File: src/rtl/system.sv
`timescale 1ns/1ps
// UART echo subsystem: 8N1 receiver, one-byte echo holding register and
// 8N1 transmitter, with received-byte counter and sticky error flags.
module system #(
  parameter int DIVIDER = 156,
  parameter int CNT_W   = 8
) (
  input  logic             clk,
  input  logic             resetb,
  input  logic             rxd,
  output logic             txd,
  output logic [7:0]       rx_data,
  output logic             rx_valid,
  output logic [CNT_W-1:0] rx_count,
  output logic             frame_err,
  output logic             overrun,
  output logic             tx_busy
);

  localparam int TW = $clog2(DIVIDER);
  localparam logic [TW-1:0] FULL_BIT = TW'(DIVIDER - 1);
  localparam logic [TW-1:0] HALF_BIT = TW'(DIVIDER / 2 - 1);

  typedef enum logic [1:0] {RX_IDLE, RX_START, RX_DATA, RX_STOP} rx_state_t;
  typedef enum logic [1:0] {TX_IDLE, TX_START, TX_DATA, TX_STOP} tx_state_t;

  // Synchroniser
  logic rx_meta;
  logic rxs;

  // Receiver
  rx_state_t     rx_state;
  logic [TW-1:0] rx_timer;
  logic [2:0]    rx_idx;
  logic [7:0]    rx_shift;
  logic          rx_armed;

  // Echo holding register
  logic       hold_full;
  logic [7:0] hold_byte;

  // Transmitter
  tx_state_t     tx_state;
  logic [TW-1:0] tx_timer;
  logic [2:0]    tx_idx;
  logic [7:0]    tx_shift;
  logic          tx_ready;
  logic          tx_launch;

  // Two-flop synchroniser for the asynchronous receive line, idling high
  always_ff @(posedge clk or negedge resetb) begin
    if (!resetb) begin
      rx_meta <= 1'b1;
      rxs     <= 1'b1;
    end else begin
      rx_meta <= rxd;
      rxs     <= rx_meta;
    end
  end

  // Receive FSM: centre-sampled start/data/stop bits, publishes good bytes
  always_ff @(posedge clk or negedge resetb) begin
    if (!resetb) begin
      rx_state  <= RX_IDLE;
      rx_timer  <= '0;
      rx_idx    <= '0;
      rx_shift  <= '0;
      rx_armed  <= 1'b1;
      rx_data   <= '0;
      rx_valid  <= 1'b0;
      rx_count  <= '0;
      frame_err <= 1'b0;
    end else begin
      rx_valid <= 1'b0;
      case (rx_state)
        RX_IDLE: begin
          // A start is only accepted once the line has been seen high,
          // so a line still low after a bad stop bit does not retrigger.
          if (rxs) begin
            rx_armed <= 1'b1;
          end else if (rx_armed) begin
            rx_state <= RX_START;
            rx_timer <= HALF_BIT;
            rx_armed <= 1'b0;
          end
        end
        RX_START: begin
          if (rx_timer != '0) begin
            rx_timer <= rx_timer - 1'b1;
          end else if (rxs) begin
            rx_state <= RX_IDLE;
            rx_armed <= 1'b1;
          end else begin
            rx_state <= RX_DATA;
            rx_timer <= FULL_BIT;
            rx_idx   <= '0;
          end
        end
        RX_DATA: begin
          if (rx_timer != '0) begin
            rx_timer <= rx_timer - 1'b1;
          end else begin
            rx_shift[rx_idx] <= rxs;
            rx_timer         <= FULL_BIT;
            if (rx_idx == 3'd7) begin
              rx_state <= RX_STOP;
            end else begin
              rx_idx <= rx_idx + 3'd1;
            end
          end
        end
        RX_STOP: begin
          if (rx_timer != '0) begin
            rx_timer <= rx_timer - 1'b1;
          end else begin
            rx_state <= RX_IDLE;
            rx_armed <= rxs;
            if (rxs) begin
              rx_data  <= rx_shift;
              rx_valid <= 1'b1;
              rx_count <= rx_count + 1'b1;
            end else begin
              frame_err <= 1'b1;
            end
          end
        end
        default: rx_state <= RX_IDLE;
      endcase
    end
  end

  // The transmitter can take a new byte when idle or in the last stop-bit cycle
  always_comb begin
    tx_ready  = (tx_state == TX_IDLE) || ((tx_state == TX_STOP) && (tx_timer == '0));
    tx_launch = hold_full && tx_ready;
  end

  // Echo holding register: newest byte wins, overrun when a full slot is overwritten
  always_ff @(posedge clk or negedge resetb) begin
    if (!resetb) begin
      hold_full <= 1'b0;
      hold_byte <= '0;
      overrun   <= 1'b0;
    end else begin
      if (rx_valid) begin
        hold_byte <= rx_data;
        hold_full <= 1'b1;
        // A launch in the same cycle empties the slot, so no byte is lost.
        if (hold_full && !tx_launch) begin
          overrun <= 1'b1;
        end
      end else if (tx_launch) begin
        hold_full <= 1'b0;
      end
    end
  end

  // Transmit FSM: start bit, eight data bits LSB first, stop bit
  always_ff @(posedge clk or negedge resetb) begin
    if (!resetb) begin
      tx_state <= TX_IDLE;
      tx_timer <= '0;
      tx_idx   <= '0;
      tx_shift <= '0;
      txd      <= 1'b1;
      tx_busy  <= 1'b0;
    end else begin
      case (tx_state)
        TX_IDLE: begin
          if (tx_launch) begin
            tx_state <= TX_START;
            tx_shift <= hold_byte;
            tx_timer <= FULL_BIT;
            txd      <= 1'b0;
            tx_busy  <= 1'b1;
          end
        end
        TX_START: begin
          if (tx_timer != '0) begin
            tx_timer <= tx_timer - 1'b1;
          end else begin
            tx_state <= TX_DATA;
            tx_timer <= FULL_BIT;
            tx_idx   <= '0;
            txd      <= tx_shift[0];
          end
        end
        TX_DATA: begin
          if (tx_timer != '0) begin
            tx_timer <= tx_timer - 1'b1;
          end else begin
            tx_timer <= FULL_BIT;
            if (tx_idx == 3'd7) begin
              tx_state <= TX_STOP;
              txd      <= 1'b1;
            end else begin
              tx_idx   <= tx_idx + 3'd1;
              tx_shift <= {1'b0, tx_shift[7:1]};
              txd      <= tx_shift[1];
            end
          end
        end
        TX_STOP: begin
          if (tx_timer != '0) begin
            tx_timer <= tx_timer - 1'b1;
          end else if (tx_launch) begin
            // Back-to-back: the next start bit directly follows this stop bit.
            tx_state <= TX_START;
            tx_shift <= hold_byte;
            tx_timer <= FULL_BIT;
            txd      <= 1'b0;
          end else begin
            tx_state <= TX_IDLE;
            tx_busy  <= 1'b0;
          end
        end
        default: tx_state <= TX_IDLE;
      endcase
    end
  end

  rx_valid_single: assert property (@(posedge clk) disable iff (!resetb) rx_valid |=> !rx_valid);
  tx_idle_high:    assert property (@(posedge clk) disable iff (!resetb) !tx_busy |-> txd);

endmodule

File: config.mk
export PLATFORM = sky130hd
export DESIGN_NAME = system
export DESIGN_NICKNAME = d
export VERILOG_FILES = /design/src/rtl/system.sv
export SDC_FILE = /design/constraint.sdc
export NUM_CORES = 1
export LEC_CHECK = 0
export CAP_MARGIN = 20
export CORE_MARGIN = 5
export CORE_UTILIZATION = 40
export CTS_CLUSTER_DIAMETER = 80
export CTS_CLUSTER_SIZE = 14
export DETAILED_ROUTE_END_ITERATION = 16
export GPL_TIMING_DRIVEN = 0
export HOLD_SLACK_MARGIN = 0.05
export PLACE_DENSITY = 0.59
export SKIP_LAST_GASP = 1
export SYNTH_ARGS = -nofsm -noshare
export SYNTH_HDL_FRONTEND = slang
export SYNTH_SLANG_ARGS = --single-unit
File: constraint.sdc
create_clock -name clk -period 7.1 [get_ports clk]
set_input_delay 1.42 -clock clk [delete_from_list [all_inputs] [get_ports clk]]
set_output_delay 1.42 -clock clk [all_outputs]
set_load 0.01 [all_outputs]
==> flow_summary_export.csv, run 1 <==
group,metric,value,unit
outcome,status,"finished, final reports clean",
cells_and_area,nNetsFinal,417,
route,wirelength,7.77,mm
floorplan,die_w,108,um
yosys,synth_ff_type,"dfrtp_1",
yosys,ys_ff_latch,75,
floorplan,fp.dieArea,0.0117,mm^2
clocking,cts_resized,0,
clocking,cts.root.buffer_cell,"clkbuf_8",
timing,timing.setup.tns,0,ps
global_routing,grt_max_degree,40,
setup_path,required,5680,ps
route,drc_errors,0,
floorplan,start_util,41.4,%
yosys,syn_avg_cell_area,10.7,um^2
floorplan,fp.coreArea,0.00933,mm^2
setup_path,path_max_fanout,2,
setup_path,slowest_delay,540,ps
setup_path,cp-end-kind,"primary output",
route,first_pass_iters,4,
power_and_ir_drop,p_leak,2.01,nW
global_routing,track_usage,14.5,%
clocking,post_cts_buffers,0,
timing,final.setup_skew,12.1,ps
timing,finalHoldViolCount,0,
worst_hold_path,hold_path.class,"flop to flop",
timing,worst_pin_slew,666,ps
route,route.vias.total,2851,
yosys,synth_top_family_by_area,"compound AO/OA/AOI/OAI gates",
cells_and_area,area_delta_synth_final,17.0,%
power_and_ir_drop,peakVddDrop,0.000178,V
yosys,synth_top_area_cell,"dfrtp_1",
placement,gp_congestion,0.792,
floorplan,ios,24,
yosys,synth_xor_area_share,1.82,%
timing,fmax,0.353,GHz
clocking,cts.sinks,75,
clocking,cts_buffer_depth,2,
timing,finalSetupViolations,0,
power_and_ir_drop,power,1.69,mW
route,routedWlPerCell,14.7,um
clocking,insertion_delay,350,ps
global_routing,antenna_found_initial,0,
yosys,syn_area,0.00386,mm^2
clocking,path_clk_slew,90,ps
setup_path,critPathTopFamily,"flip-flops",
timing,rsz0062_at_grt,"no",
route,drt-initial-drc-count,88,
yosys,synth_top_area_share,46.0,%
yosys,syn_inst,360,
timing,period_minus_slack,2840,ps
placement,port_buffers,23,
setup_path,crit_path_start_kind,"flop",
clocking,cts_tree,"built",
yosys,synth.distinct_cells,57,
setup_path,criticalPathCategory,"flop to primary output",
yosys,yosys.area_share.simple,12.6,%
global_routing,overflow,0,
yosys,synthAdderAreaFrac,6.16,%
placement,hpwl,5.40,mm
yosys,synthMuxAreaShare,8.69,%
global_routing,grt_pass1_vias,2897,
flow_run,cap_viol_max_count,0,
yosys,synth-compound-area-share,18.3,%
yosys,synth_warnings,0,
yosys,ys_seq_area_share,48.8,%
setup_path,cp_cell_sequence,"clkdlybuf4s50_1",
yosys,synth_fp_nets,382,
cells_and_area,n_antenna_cell,0,
yosys,synthArstFlopShare,100,%
global_routing,grt_pass1_wl,13.6,mm
cells_and_area,drive_above_1_share,15.0,%
clocking,hold_buffers,0,
timing,report.final.slew_viol_count,0,
setup_path,crit_buf_inv,1,
floorplan,fp-row-count,35,
setup_path,cp_data_arrival_time,1420,ps
clocking,cts_buffers,9,
route,avgViaCountPerCell,5.39,
floorplan,die_height,108,um
timing,min_period_over_period,39.9,%
timing,worst_hold_slack,359,ps
clocking,htreeDepth,3,
setup_path,slowest_stage,"dfstp_2",
route,drtAntennaViolNets,0,
timing,slew_headroom,55.2,%
yosys,netlist_top_cells_area,"dfrtp_1 (46%), mux2_2 (7.3%), ha_1 (6.2%)",
power_and_ir_drop,powerDensity,374,mW/mm^2
yosys,synth_edf_count,0,
[Yosys cell counts, types with 2 or more instances]
cell,n
o21ai_0,17
dfstp_2,4
nor2b_1,4
o22ai_1,2
nor3_1,8
xnor2_1,7
a21o_1,3
nand4_1,4
a31o_2,3
o31ai_1,2
dfrtp_1,71
a21oi_1,20
or2_2,2
a22o_1,2
a311o_1,2
mux2_1,3
and3_1,6
inv_1,19
o32ai_1,2
mux2_2,25
nand3_1,3
o22a_1,14
nor2_1,24
clkbuf_1,13
a211oi_1,4
nand2_1,24
ha_1,19
a31oi_1,8
a311oi_1,2
nand2b_1,3
mux2i_1,2
a21boi_0,4
o21a_1,8
or3_1,3
[registers in the layout (all words and copies together) (netlist names), 2 cells and up, named ones only]
register   count
hold_byte      8
tx_shift       8
tx_state       2
rx_count       8
rx_timer       8
tx_timer       8
rx_data        8
tx_idx         3
rx_shift       8
rx_idx         3
[layout make-up]
type                       instances  area, um^2
buffer                            15        67.6
clock buffer                       9         124
clock inverter                     7         124
fill                             878        4810
inverter                          19        71.3
multi-input combinational        251        1840
sequential                        75        1880
tap                              129         161
timing repair buffer              24         248
[kinds of logic after synthesis]
| logic type | count (synthesis) |
|---|---|
| compound gates | 102 |
| simple gates | 92 |
| flops | 75 |
| buf+inv | 34 |
| mux | 30 |
| fa+ha+maj | 19 |
| xor+xnor | 8 |
[final timing paths]
kind	startpoint	end	slack [ps]	depth (start not counted)
worst max-delay path	txd$_DFFE_PN1P_	txd	4260	1
worst min-delay path	rx_meta$_DFF_PN1_	rxs$_DFF_PN1_	360	0
worst max register to register	tx_timer[0]$_DFF_PN0_	tx_shift[0]$_DFFE_PN0P_	4380	8
worst min register to register	rx_meta$_DFF_PN1_	rxs$_DFF_PN1_	360	0
max in group asynchronous	resetb	rx_meta$_DFF_PN1_	5450	2
min in group asynchronous	resetb	tx_timer[6]$_DFF_PN0_	1010	1
[placed cells by master (no fill, tap or decap), types with 6 or more instances in the layout]
master,count
dfrtp_1,71
mux2_2,25
nor2_1,24
nand2_1,24
clkdlybuf4s50_1,22
a21oi_1,20
inv_1,19
ha_1,19
o21ai_0,17
o22a_1,14
clkbuf_1,13
clkbuf_8,9
nor3_1,8
a31oi_1,8
o21a_1,8
xnor2_1,7
and3_1,6
[power breakdown]
part / internal [mW] / total [mW] / switching, mW
clock network: 0.236 / 0.404 / 0.168
registers: 0.521 / 0.611 / 0.0903
logic: 0.280 / 0.672 / 0.393
total: 1.04 / 1.69 / 0.651
[per-layer routing]
layer	routed length, um	GRT usage, %
met5	0	0
met4	80	4.15
met3	226	3.88
met2	3790	24.2
met1	3670	18.4
[per-stage QoR]
| step | setup slack [ps] | area [um^2] | utilization [%] | cells |
|---|---|---|---|---|
| 6_report | 4260 | 4520 | 48.4 | 529 |
| 4_1_cts | 4230 | 4520 | 48.4 | 529 |
| 2_1_floorplan | 4830 | 3860 | - | 360 |
| 3_3_place_gp | 1890 | 4250 | 45.6 | 512 |
| 3_5_place_dp | 4410 | 4270 | 45.8 | 513 |
| 5_1_grt | 4210 | 4520 | 48.4 | 529 |
Power figures use the tool's default switching activity.
==> run 2: changes to the inputs <==
--- a/config.mk
+++ b/config.mk
@@ -13,7 +13,7 @@
 export DETAILED_ROUTE_END_ITERATION = 16
 export GPL_TIMING_DRIVEN = 0
 export HOLD_SLACK_MARGIN = 0.05
-export PLACE_DENSITY = 0.59
+export PLACE_DENSITY = 0.62
 export SKIP_LAST_GASP = 1
 export SYNTH_ARGS = -nofsm -noshare
 export SYNTH_HDL_FRONTEND = slang
==> constraint.sdc (replaced) <==
create_clock -name clk -period 2.3 [get_ports clk]
set_input_delay 0.46 -clock clk [delete_from_list [all_inputs] [get_ports clk]]
set_output_delay 0.46 -clock clk [all_outputs]
set_load 0.01 [all_outputs]
==> run 2 against run 1 <==
Compared with the run above: first-iteration DRC count down 1.1%; non-clock buffer count up 3; critical path depth up 6; global-route usage up 0.14 points; register-to-register slack worse by 4200 ps; die area unchanged; clock power rose to 2.5 times the previous value; sequential cell count unchanged; sequential share of layout area down 0.40 points; critical path type is now flop to flop; critical endpoint is now tx_shift[4]$_DFFE_PN0P_; largest cell class is now multi-input gates.
==> flow_summary_export.csv, run 2 (same netlist as run 1, synthesis figures left out) <==
group,metric,value,unit
floorplan,die_w,108,um
timing,timing.setup.tns,0,ps
power_and_ir_drop,power,5.12,mW
cells_and_area,seqCellArea,0.00188,mm^2
clocking,insertion_delay,350,ps
power_and_ir_drop,internal-power,3.04,mW
floorplan,fp.dieArea,0.0117,mm^2
route,routedWlPerCell,14.8,um
global_routing,antenna_found_initial,0,
timing,worst_hold_slack,360,ps
cells_and_area,area_delta_synth_final,18.2,%
timing,finalSetupViolations,0,
outcome,status,"finished, final reports clean",
setup_path,slowest_delay,570,ps
setup_path,crit_buf_inv,1,
timing,period_minus_slack,2150,ps
timing,final.setup_skew,13.6,ps
route,wirelength,7.89,mm
setup_path,critPathTopFamily,"simple AND/OR/NAND/NOR gates",
power_and_ir_drop,clkPwrFrac,20.1,%
setup_path,reg2reg_slack,150,ps
global_routing,track_usage,14.6,%
worst_hold_path,hold_path.class,"flop to flop",
route,drc_errors,0,
cells_and_area,drive_above_1_share,18.1,%
timing,min_period_over_period,93.4,%
setup_path,required,2550,ps
worst_hold_path,hold_path_end,"rxs$_DFF_PN1_",
clocking,cts_buffers,9,
cells_and_area,multi_input_area,0.00189,mm^2
placement,post-place-ws,-366,ps
route,drt-initial-drc-count,87,
power_and_ir_drop,power_frac_seq,37.2,%
placement,place_area,0.00428,mm^2
clocking,htreeDepth,3,
power_and_ir_drop,p_sw_share,40.6,%
power_and_ir_drop,peakVddDrop,0.000635,V
cells_and_area,fill_cells,888,
global_routing,grt_pass1_wl,13.8,mm
cells_and_area,nNetsFinal,420,
timing,finalHoldViolCount,0,
power_and_ir_drop,p_comb_share,42.8,%
route,drtAntennaViolNets,0,
global_routing,grt_max_degree,47,
floorplan,fp-row-count,35,
setup_path,r2r-start,"tx_timer[0]$_DFF_PN0_",
setup_path,criticalPathCategory,"flop to flop",
timing,fmax,0.466,GHz
timing,slew_headroom,55.4,%
clocking,cts.sinks,75,
clocking,cts_tree,"built",
setup_path,crit_path_start_kind,"flop",
timing,report.final.slew_viol_count,0,
route,first_pass_iters,4,
power_and_ir_drop,powerDensity,1120,mW/mm^2
cells_and_area,mostFrequentLayoutCells,"dfrtp_1 (71), mux2_2 (25), nand2_1 (24)",
placement,gp_congestion,0.821,
flow_run,cap_viol_max_count,0,
placement,port_buffers,23,
placement,hpwl,5.46,mm
cells_and_area,fin_area,0.00456,mm^2
cells_and_area,n_antenna_cell,0,
setup_path,cp_cell_sequence,"inv_1 > ha_2 > nor4b_4 > nand2_2 > or4b_4 > o22a_1 > o21a_1",
cells_and_area,stdcell_count,532,
setup_path,path_max_fanout,7,
timing,rsz0062_at_grt,"no",
floorplan,start_util,41.4,%
clocking,cts_buffer_depth,2,
floorplan,fp.coreArea,0.00933,mm^2
clocking,path_clk_slew,90,ps
cells_and_area,utilization,48.9,%
setup_path,cp_data_arrival_time,2400,ps
global_routing,overflow,0,
route,route.vias.total,2860,
floorplan,ios,24,
floorplan,die_height,108,um
global_routing,grt_pass1_vias,2893,
cells_and_area,final_common_cell,"dfrtp_1",
timing,fin_ws,152,ps
setup_path,slowest_stage,"or4b_4",
setup_path,worstReg2RegEnd,"tx_shift[4]$_DFFE_PN0P_",
placement,place_inst,513,
timing,worst_pin_slew,662,ps
setup_path,cp-end-kind,"flop",
power_and_ir_drop,p_leak,2.02,nW
power_and_ir_drop,p_sw,2.08,mW
route,avgViaCountPerCell,5.38,
worst_hold_path,hold_start,"rx_meta$_DFF_PN1_",
clocking,cts.root.buffer_cell,"clkbuf_8",
worst_hold_path,hold_depth,0,
setup_path,reg2reg_depth,7,
## run 2: timing repair
item	in CTS	in global routing
setup endpoints to repair	26	14
endpoints found under the hold margin	16	0
buffers inserted	5	0
pin swaps	1	0
hold buffers	1	0
resized for setup	2	10
## run 2: final cells by class
| cell class | instances | area share (%) |
|---|---|---|
| inverter | 19 | 1.56 |
| sequential | 75 | 41.3 |
| multi-input combinational | 251 | 41.4 |
| timing repair buffer | 30 | 6.64 |
| buffer | 12 | 1.23 |
| clock inverter | 7 | 1.67 |
| tap | 129 | 3.54 |
| clock buffer | 9 | 2.72 |
## run 2: how the worst max path moves through the flow
stage | from | endpoint | cells after the start
6_report | tx_timer[0]$_DFF_PN0_ | tx_shift[4]$_DFFE_PN0P_ | 7
5_1_grt | flop | rx_timer[1]$_DFFE_PN0P_ | 8
4_1_cts | tx_timer[0]$_DFF_PN0_ | tx_shift[4]$_DFFE_PN0P_ | 8
3_5_place_dp | tx_timer[0]$_DFF_PN0_ | tx_shift[4]$_DFFE_PN0P_ | 8
3_3_place_gp | resetb | rx_count[4]$_DFFE_PN0P_ | 1
2_1_floorplan | tx_timer[0]$_DFF_PN0_ | tx_shift[0]$_DFFE_PN0P_ | 8
## run 2: power by group through the flow
| stage | clock network [mW] | logic (mW) | registers, mW |
|---|---|---|---|
| 2_1_floorplan | 0 | 1.61 | 1.86 |
| 3_3_place_gp | 0 | 2.01 | 1.90 |
| 3_5_place_dp | 0 | 2.06 | 1.92 |
| 6_report | 1.03 | 2.19 | 1.90 |
| 5_1_grt | 1.13 | 2.46 | 1.94 |
| 4_1_cts | 1.07 | 2.13 | 1.89 |
## run 2: worst reg2reg max path: stages (launching register included)
cell,delay [ps]
dfrtp_1,430
inv_1,80
ha_2,240
nor4b_4,290
nand2_2,130
or4b_4,570
o22a_1,230
o21a_1,100
## run 2: metal layers
layer  share of wire [%]  track usage, %  vias up
li1                    -               -     1393
met5                   0               0        -
met4                 1.2            4.87        0
met2                  49            23.8       48
met3                 3.0            3.46        9
met1                  46            19.1     1410
